$ cat src/rtl/spi_pkg.sv
// Shared SPI definitions: responder FSM states, frame width and counter helpers.
package spi_pkg;

    localparam int unsigned SPI_FRAME_BITS = 16;
    localparam int unsigned SPI_CNT_W      = 5;

    typedef enum logic [1:0] {
        IDLE  = 2'd0,
        FRONT = 2'd1,
        XFER  = 2'd2
    } state_t;

    // Saturating increment so runaway SCLK bursts cannot wrap back to a valid count.
    function automatic logic [SPI_CNT_W-1:0] sat_inc(input logic [SPI_CNT_W-1:0] cnt);
        return (&cnt) ? cnt : cnt + SPI_CNT_W'(1);
    endfunction

endpackage

$ cat src/rtl/spi_sync3.sv
// 1-bit 3-flop synchronizer: flops 1-2 resolve metastability, flops 2-3 detect edges.
module spi_sync3 #(
    parameter logic RST_VAL = 1'b0
) (
    input  logic clk,
    input  logic rst_n,
    input  logic din,
    output logic sync,
    output logic rise_c,
    output logic fall_c
);

    logic ff1, ff2, ff3;

    always_ff @(posedge clk or negedge rst_n) begin
        if (!rst_n) begin
            ff1 <= RST_VAL;
            ff2 <= RST_VAL;
            ff3 <= RST_VAL;
        end else begin
            ff1 <= din;
            ff2 <= ff1;
            ff3 <= ff2;
        end
    end

    assign sync   = ff2;
    assign rise_c = ff2 & ~ff3;
    assign fall_c = ~ff2 & ff3;

endmodule

$ cat src/rtl/spi_resp16.sv
// 16-bit SPI responder (slave). Define SPI_RESP_OVR_EN to enable the overrun flag;
// otherwise ovr is tied low.
module spi_resp16
    import spi_pkg::*;
#(
    parameter int unsigned FRAME_BITS = SPI_FRAME_BITS
) (
    input  logic                  clk,
    input  logic                  rst_n,
    input  logic                  SS_n,
    input  logic                  SCLK,
    input  logic                  MOSI,
    output logic                  MISO,
    input  logic [FRAME_BITS-1:0] tx_data,
    input  logic                  wrt_tx,
    output logic [FRAME_BITS-1:0] rx_data,
    output logic                  rdy,
    input  logic                  clr_rdy,
    output logic                  ovr
);

    logic ss_sync, ss_rise, ss_fall;
    logic sclk_sync, sclk_rise, sclk_fall;
    logic mosi_sync, mosi_rise, mosi_fall;

    spi_sync3 #(.RST_VAL(1'b1)) u_sync_ss (
        .clk    (clk),
        .rst_n  (rst_n),
        .din    (SS_n),
        .sync   (ss_sync),
        .rise_c (ss_rise),
        .fall_c (ss_fall)
    );

    spi_sync3 #(.RST_VAL(1'b1)) u_sync_sclk (
        .clk    (clk),
        .rst_n  (rst_n),
        .din    (SCLK),
        .sync   (sclk_sync),
        .rise_c (sclk_rise),
        .fall_c (sclk_fall)
    );

    spi_sync3 #(.RST_VAL(1'b0)) u_sync_mosi (
        .clk    (clk),
        .rst_n  (rst_n),
        .din    (MOSI),
        .sync   (mosi_sync),
        .rise_c (mosi_rise),
        .fall_c (mosi_fall)
    );

    logic unused_sync;
    assign unused_sync = &{1'b0, ss_sync, sclk_sync, mosi_rise, mosi_fall};

    state_t                 state_q, state_d;
    logic [FRAME_BITS-1:0]  tx_buf_q;
    logic [FRAME_BITS-1:0]  shft_q, shft_d;
    logic [FRAME_BITS-1:0]  rx_q, rx_d;
    logic [SPI_CNT_W-1:0]   bitcnt_q, bitcnt_d;
    logic [SPI_CNT_W-1:0]   shcnt_q, shcnt_d;
    logic                   smpl_q, smpl_d;
    logic                   rdy_q, rdy_d;
    logic                   done_c;

    // Next-state and datapath; a frame is valid only with exactly 16 rises and 16 shifts.
    always_comb begin
        state_d  = state_q;
        shft_d   = shft_q;
        rx_d     = rx_q;
        bitcnt_d = bitcnt_q;
        shcnt_d  = shcnt_q;
        smpl_d   = smpl_q;
        rdy_d    = rdy_q;
        done_c   = 1'b0;

        if (clr_rdy) rdy_d = 1'b0;

        case (state_q)
            IDLE: begin
                if (ss_fall) begin
                    shft_d   = wrt_tx ? tx_data : tx_buf_q;
                    bitcnt_d = '0;
                    shcnt_d  = '0;
                    rdy_d    = 1'b0;
                    state_d  = FRONT;
                end
            end
            FRONT: begin
                if (ss_rise) begin
                    state_d = IDLE;
                end else if (sclk_rise) begin
                    smpl_d   = mosi_sync;
                    bitcnt_d = sat_inc(bitcnt_q);
                    state_d  = XFER;
                end
            end
            XFER: begin
                if (ss_rise) begin
                    state_d = IDLE;
                    done_c  = (bitcnt_q == SPI_CNT_W'(FRAME_BITS)) &&
                              (shcnt_q >= SPI_CNT_W'(FRAME_BITS));
                end else begin
                    if (sclk_fall) begin
                        shft_d  = {shft_q[FRAME_BITS-2:0], smpl_q};
                        shcnt_d = sat_inc(shcnt_q);
                    end
                    if (sclk_rise) begin
                        smpl_d   = mosi_sync;
                        bitcnt_d = sat_inc(bitcnt_q);
                    end
                end
            end
            default: state_d = IDLE;
        endcase

        if (done_c) begin
            rx_d  = shft_q;
            rdy_d = 1'b1;
        end
    end

    always_ff @(posedge clk or negedge rst_n) begin
        if (!rst_n) begin
            state_q  <= IDLE;
            tx_buf_q <= '0;
            shft_q   <= '0;
            rx_q     <= '0;
            bitcnt_q <= '0;
            shcnt_q  <= '0;
            smpl_q   <= 1'b0;
            rdy_q    <= 1'b0;
        end else begin
            state_q  <= state_d;
            shft_q   <= shft_d;
            rx_q     <= rx_d;
            bitcnt_q <= bitcnt_d;
            shcnt_q  <= shcnt_d;
            smpl_q   <= smpl_d;
            rdy_q    <= rdy_d;
            if (wrt_tx) tx_buf_q <= tx_data;
        end
    end

    assign MISO    = shft_q[FRAME_BITS-1];
    assign rx_data = rx_q;
    assign rdy     = rdy_q;

`ifdef SPI_RESP_OVR_EN
    // pend tracks an unacknowledged frame; rdy itself drops at the next ss_fall.
    logic pend_q, ovr_q;

    always_ff @(posedge clk or negedge rst_n) begin
        if (!rst_n) begin
            pend_q <= 1'b0;
            ovr_q  <= 1'b0;
        end else begin
            if (done_c)       pend_q <= 1'b1;
            else if (clr_rdy) pend_q <= 1'b0;
            if (done_c && pend_q) ovr_q <= 1'b1;
            else if (clr_rdy)     ovr_q <= 1'b0;
        end
    end

    assign ovr = ovr_q;
`else
    assign ovr = 1'b0;
`endif

endmodule

$ cat config.mk
export PLATFORM = sky130hd
export DESIGN_NAME = spi_resp16
export DESIGN_NICKNAME = d
export VERILOG_FILES = /design/src/rtl/spi_pkg.sv /design/src/rtl/spi_sync3.sv /design/src/rtl/spi_resp16.sv
export SDC_FILE = /design/constraint.sdc
export NUM_CORES = 1
export LEC_CHECK = 0
export BUFFER_PORTS_ARGS = -buffer_cell sky130_fd_sc_hd__clkbuf_2
export CAP_MARGIN = 20
export CORE_MARGIN = 2
export CORE_UTILIZATION = 57
export CTS_CLUSTER_DIAMETER = 200
export DETAILED_ROUTE_END_ITERATION = 10
export GPL_TIMING_DRIVEN = 0
export PLACE_DENSITY = 0.89
export SLEW_MARGIN = 10
export SYNTH_ARGS = -nofsm -noshare
export SYNTH_HDL_FRONTEND = slang
export SYNTH_SLANG_ARGS = --single-unit
$ cat constraint.sdc
create_clock -name clk -period 2.5 [get_ports clk]
set_clock_uncertainty 0.15 [all_clocks]
set_input_delay 0 -clock clk [delete_from_list [all_inputs] [get_ports clk]]
set_output_delay 0 -clock clk [all_outputs]
set_load 0.03 [all_outputs]
==> flow_summary_export.csv, run 1 <==
group,metric,value,unit
power,powerDensity,874,nW/µm²
synth,synth_area,3290,µm²
critical_path,critPathLaunchType,"flip-flop",
finish,final_layout_size_suffix_gt1_share,44.8,%
timing,grt_setup_unrepaired,"no",
flow_run,maxCapViolations,0,
synth,synth_top_area_cell,"dfrtp_1",
synth,synth_warnings,0,
timing,max_clock_freq,0.422,GHz
die,dieWidth,80.0,µm
timing,maxSlewHeadroom,59.6,%
drt,first_iter_violations,89,
placed_design,gp_congestion,0.747,
power,ir_drop,590,µV
placed_design,pre_cts_ws,0.184,ns
die,fp.dieH,80.0,µm
timing,setup_viol,0,
die,core-area,5540,µm²
critical_path,crit_chain,"inv_1 > ha_1 > buf_2 > clkbuf_1 > mux2_2 > mux2_4",
critical_path,reg2reg_depth,6,
clocking,cts_tree,"built",
critical_path,crit_type,"flip-flop to flip-flop",
power,p_leak,2.04,nW
synth,ys_seq_area_share,53.5,%
finish,finalNonFillerCells,391,
global_route,met2_usage,41.7,%
drt,routed_wl,7020,µm
synth,avgSynthCellArea,14.1,µm²
synth,syn-num-nets,264,
die,rows,27,
global_route,grt_max_degree,49,
critical_path,worstSetupStartpoint,"state_q[0]",
timing,tightest_slew,0.605,ns
timing,maxSlewViolCount,0,
critical_path,r2r_slack,0.13,ns
die,start_util,59.3,%
finish,multi_input_area,1390,µm²
clocking,root_buffer,"clkbuf_8",
clocking,numCtsBuffers,9,
clocking,h-tree-depth,3,
finish,nFillCells,340,
global_route,overflow,0,
drt,remaining_drc_errors,0,
synth,ys_seq_elements,70,
clocking,cts_sinks,70,
global_route,grt_pass1_wl,11600,µm
global_route,use_met1,28.7,%
critical_path,cpPeakStageDelay,0.51,ns
timing,hold_viol_final,0,
clocking,cts_setup_buffers,0,
timing,finalCritPeriodShare,94.9,%
power,total_power,3.59,mW
synth,async_reset_ff_share,100,%
timing,tns,0,ns
finish,diodes,0,
synth,syn_inst,233,
die,io_pins,42,
drt,routedWlPerCell,18.0,µm
synth,ys.flop_type,"dfrtp_1",
global_route,grt_usage,24.4,%
hold_path,hp-class,"input pin to asynchronous set/reset pin",
synth,synth_common_cells,"dfrtp_1 (64), mux2_2 (49), mux2_4 (16)",
finish,nets,346,
global_route,grtUsageMet3,6.45,%
timing,post-route-min-period,2.37,ns
run_status,status,"completed",
global_route,antenna_found_initial,0,
synth,yosys-top-cells-area,"dfrtp_1 (49%), mux2_2 (17%), mux2_4 (7.3%)",
placed_design,placed_cells,345,
finish,area_growth,24.9,%
die,dieArea,6390,µm²
clocking,cts.repair.resized,0,
drt,vias,2161,
finish,seq_area,1760,µm²
critical_path,r2r_start,"state_q[0]",
placed_design,port_buffers,39,
drt,viasPerCell,5.53,
drt,ant_nets,0,
clocking,cts_buffer_depth,2,
synth,synth.most_common_cell,"dfrtp_1",
critical_path,cp.arrival,2.45,ns
drt,firstDrtPassIters,4,
global_route,grt_busiest_layer,"met2",
synth,yosysUniqueCellTypes,45,
critical_path,crit_end,"shft_q[9]",
critical_path,required,2.58,ns
placed_design,dp_hpwl,4310,µm
clocking,clkTransAtPathRegs,0.07,ns
critical_path,worst_setup_path_end_kind,"flip-flop",
critical_path,cp_slowest_cell,"clkbuf_1",
critical_path,r2r_end,"shft_q[9]",
synth,synth_edf_count,0,
global_route,first_global_vias,2406,
synth,synth_top_cell_area_share,48.7,%
clocking,insertion_delay,0.35,ns
critical_path,cp_max_fo,10,
timing,setup_ws,0.128,ns
power breakdown:
part	switching (mW)	internal, mW
registers	0.199	1.37
logic	0.528	0.610
clock network	0.407	0.479
total	1.13	2.46
flip-flops by register name, summed over array words and instances, names as in the netlist:
signal            cells
u_sync_ss.ff3         1
u_sync_ss.ff1         1
u_sync_sclk.sync      1
shft_q               16
bitcnt_q              5
u_sync_mosi.ff1       1
u_sync_sclk.ff1       1
state_q               2
u_sync_mosi.sync      1
rx_data              16
shcnt_q               5
rdy                   1
u_sync_sclk.ff3       1
smpl_q                1
u_sync_ss.sync        1
tx_buf_q             16
worst max-delay path, delay by kind of cell (launching register included):
kind / cells / cell delay [ns]
buffers and inverters: 3 / 0.87
DFF: 1 / 0.39
muxes: 2 / 0.70
adders and majority gates: 1 / 0.16
metal layers:
metal / share of wire [%] / wire length [µm]
met1: 40 / 2830
met2: 53 / 3730
met3: 4.3 / 304
met4: 2.2 / 158
met5: 0 / 0
through the flow:
step           hold WS [ns]  utilization [%]  cell area [µm²]
2_1_floorplan        -0.446                -             3290
3_3_place_gp        -0.0631             64.5             3570
3_5_place_dp         -0.193             65.0             3600
4_1_cts            0.000807             73.7             4080
5_1_grt              0.0639             74.1             4110
6_report             0.0363             74.1             4110
cell usage in the layout, fill, tap and decap left out, types with 3 or more instances in the layout:
master | Yosys | layout
inv_1 | 7 | 7
mux2_2 | 49 | 49
dfstp_2 | 6 | 6
dlygate4sd3_1 | 0 | 30
nor2_1 | 4 | 4
mux2_4 | 16 | 16
nand2b_1 | 5 | 5
dfrtp_1 | 64 | 64
clkbuf_2 | 0 | 38
clkbuf_8 | 0 | 10
o21ai_0 | 6 | 6
a21o_1 | 3 | 3
buf_6 | 3 | 3
and3_1 | 5 | 5
nand3_1 | 5 | 5
ha_1 | 8 | 8
a211o_1 | 3 | 3
nand2_1 | 10 | 10
what timing repair did:
item                                    CTS  global route
hold endpoints to repair                 84             1
endpoints found under the setup margin    0             0
hold buffers                             29             1
cells by family after synthesis:
family,Yosys count,synth area share (%)
compound gates,25,6.89
fa+ha+maj,8,3.04
buf+inv,19,4.15
flops,70,53.5
mux,67,24.7
other cells,1,0.114
simple gates,43,7.61
layout make-up:
cell class              instances  area share, %
clock buffers                  11           3.44
plain buffers                  12           2.68
well taps                      72           2.19
repair buffers                 71           13.2
inverters                       7          0.640
flip-flops and latches         70           42.8
clock inverters                 4           1.16
multi-input cells             144           33.9
worst min-delay path by stage:
stage | cells past startpoint | endpoint | slack (ns)
finish | 3 | bitcnt_q[3] | 0.04
global route | 3 | tx_buf_q[5] | 0.06
CTS | 3 | tx_buf_q[13] | 0.0008
floorplan | 0 | bitcnt_q[0] | -0.45
global placement | 1 | u_sync_ss.ff1 | -0.06
detailed placement | 1 | bitcnt_q[2] | -0.19
Note: power is estimated with default switching activity, not from simulation.
==> inputs of run 2 (changes only) <==
--- a/config.mk
+++ b/config.mk
@@ -7,8 +7,10 @@
 export LEC_CHECK = 0
 export BUFFER_PORTS_ARGS = -buffer_cell sky130_fd_sc_hd__clkbuf_2
 export CAP_MARGIN = 20
+export CELL_PAD_IN_SITES_DETAIL_PLACEMENT = 0
+export CELL_PAD_IN_SITES_GLOBAL_PLACEMENT = 1
 export CORE_MARGIN = 2
-export CORE_UTILIZATION = 57
+export CORE_UTILIZATION = 47
 export CTS_CLUSTER_DIAMETER = 200
 export DETAILED_ROUTE_END_ITERATION = 10
 export GPL_TIMING_DRIVEN = 0
==> flow_summary_export.csv, run 2 (synthesis gave the netlist of run 1 again) <==
group,metric,value,unit
die,dieArea,7680,µm²
power,power_switching_share,30.1,%
clocking,insertion_delay,0.34,ns
run_status,status,"completed",
finish,area_growth,28.4,%
critical_path,required,2.58,ns
clocking,cts_buffer_depth,2,
die,core-area,6790,µm²
power,share_comb_of_total_power,30.3,%
placed_design,placed_cells,369,
timing,post-route-min-period,2.28,ns
finish,diodes,0,
timing,setup_viol,0,
drt,remaining_drc_errors,0,
die,io_pins,42,
power,seqPwrFrac,42.3,%
timing,hold_ws,0.00473,ns
clocking,cts_setup_buffers,0,
clocking,numCtsBuffers,9,
power,switching_power,1.10,mW
drt,first_iter_violations,44,
global_route,first_global_vias,2131,
flow_run,maxCapViolations,0,
die,dieWidth,87.6,µm
placed_design,port_buffers,39,
clocking,root_buffer,"clkbuf_8",
critical_path,cp_slowest_cell,"clkbuf_1",
timing,hold_viol_final,0,
hold_path,whs_path_depth,3,
timing,maxSlewHeadroom,59.6,%
finish,finalNonFillerCells,420,
die,rows,30,
global_route,grt_pass1_wl,10300,µm
hold_path,hp-class,"input pin to flip-flop",
finish,final_layout_size_suffix_gt1_share,44.4,%
critical_path,cp.arrival,2.36,ns
finish,final_common_cell,"dfrtp_1",
timing,max_clock_freq,0.438,GHz
critical_path,r2r_slack,0.22,ns
critical_path,cp.buffers_inverters,3,
timing,setup_ws,0.215,ns
timing,tns,0,ns
timing,grt_setup_unrepaired,"no",
timing,maxSlewViolCount,0,
critical_path,cpPeakStageDelay,0.51,ns
clocking,cts_tree,"built",
placed_design,pre_cts_ws,0.224,ns
critical_path,worstSetupStartpoint,"state_q[0]",
power,total_power,3.66,mW
power,powerDensity,866,nW/µm²
drt,vias,2100,
critical_path,worst-path-stages,6,
timing,tightest_slew,0.606,ns
drt,firstDrtPassIters,4,
critical_path,crit_type,"flip-flop to flip-flop",
finish,most-common-layout-cells,"dfrtp_1 (64), mux2_2 (49), clkbuf_2 (38)",
clocking,holdBufCountCts,34,
critical_path,r2r_end,"shft_q[2]",
timing,finalCritPeriodShare,91.4,%
clocking,cts.repair.resized,0,
critical_path,worst_setup_path_end_kind,"flip-flop",
power,ir_drop,459,µV
die,fp.dieH,87.6,µm
global_route,grt_max_degree,48,
global_route,antenna_found_initial,0,
global_route,overflow,0,
clocking,cts_sinks,70,
placed_design,dp_hpwl,4040,µm
global_route,grt_usage,17.7,%
critical_path,r2r_start,"state_q[0]",
die,start_util,48.4,%
critical_path,reg2reg_depth,6,
drt,ant_nets,0,
clocking,h-tree-depth,3,
drt,viasPerCell,5.00,
critical_path,crit_end,"shft_q[2]",
drt,routedWlPerCell,14.8,µm
drt,routed_wl,6200,µm
critical_path,critPathLaunchType,"flip-flop",
critical_path,cp_max_fo,10,
power,pwr-share-clk,27.4,%
critical_path,crit_chain,"inv_1 > ha_1 > buf_2 > clkbuf_1 > mux2_2 > mux2_4",
critical_path,crit_family,"buffers and inverters",
power,p_leak,2.07,nW
finish,nets,350,
placed_design,gp_congestion,0.734,
power,intPower,2.56,mW
clocking,clkTransAtPathRegs,0.08,ns
-- run 2: cell types whose count changed in the layout (fill, tap and decap cells not counted), sizes merged --
cell,previous run,this run
dlygate4sd3,30,34
clkbuf,51,50
bufinv,1,2
inv,7,8
-- run 2: worst reg2reg max path: stages (launching register included) --
cell and delay [ns]:
dfrtp_1 0.38, inv_1 0.09, ha_1 0.14, buf_2 0.23
clkbuf_1 0.51, mux2_2 0.41, mux2_4 0.26
-- run 2: how the worst min path moves through the flow --
stage                                 end  slack, ns    from
after CTS                     tx_buf_q[6]      0.003  wrt_tx
after floorplan               bitcnt_q[0]      -0.45   rst_n
after global placement    u_sync_sclk.ff1      -0.06    SCLK
after global routing          tx_buf_q[6]       0.02  wrt_tx
after detailed placement      bitcnt_q[2]      -0.19   rst_n
final                         tx_buf_q[6]      0.005  wrt_tx
-- run 2: metal layers --
| metal | track usage, % | up-vias | share of wire [%] |
|---|---|---|---|
| li1 | - | 1005 | - |
| met1 | 23.1 | 1051 | 47 |
| met2 | 29.0 | 33 | 49 |
| met3 | 3.39 | 11 | 2.4 |
| met4 | 7.13 | 0 | 1.7 |
| met5 | 0 | - | 0 |
-- run 2: cell type report --
class / count / area (µm²)
Fill cell: 521 / 2570
Clock inverter: 6 / 93.8
Inverter: 7 / 26.3
Sequential cell: 70 / 1760
Clock buffer: 10 / 128
Timing Repair Buffer: 75 / 593
Tap cell: 96 / 120
Multi-Input combinational cell: 144 / 1390
Buffer: 12 / 110
-- run 2: power by group through the flow --
stage                     Combinational, mW  Clock (mW)  Sequential, mW
after floorplan                       0.839           0            1.52
after global placement                 1.02           0            1.55
after detailed placement               1.05           0            1.56
after CTS                              1.11        1.02            1.54
after global routing                   1.22        1.07            1.58
final                                  1.11        1.00            1.55
-- run 2: through the flow --
| stage | util, % | cell area [µm²] |
|---|---|---|
| 2_1_floorplan | - | 3290 |
| 4_1_cts | 61.7 | 4200 |
| 5_1_grt | 62.2 | 4220 |
| 3_3_place_gp | 53.0 | 3600 |
| 3_5_place_dp | 53.5 | 3630 |
| 6_report | 62.2 | 4220 |
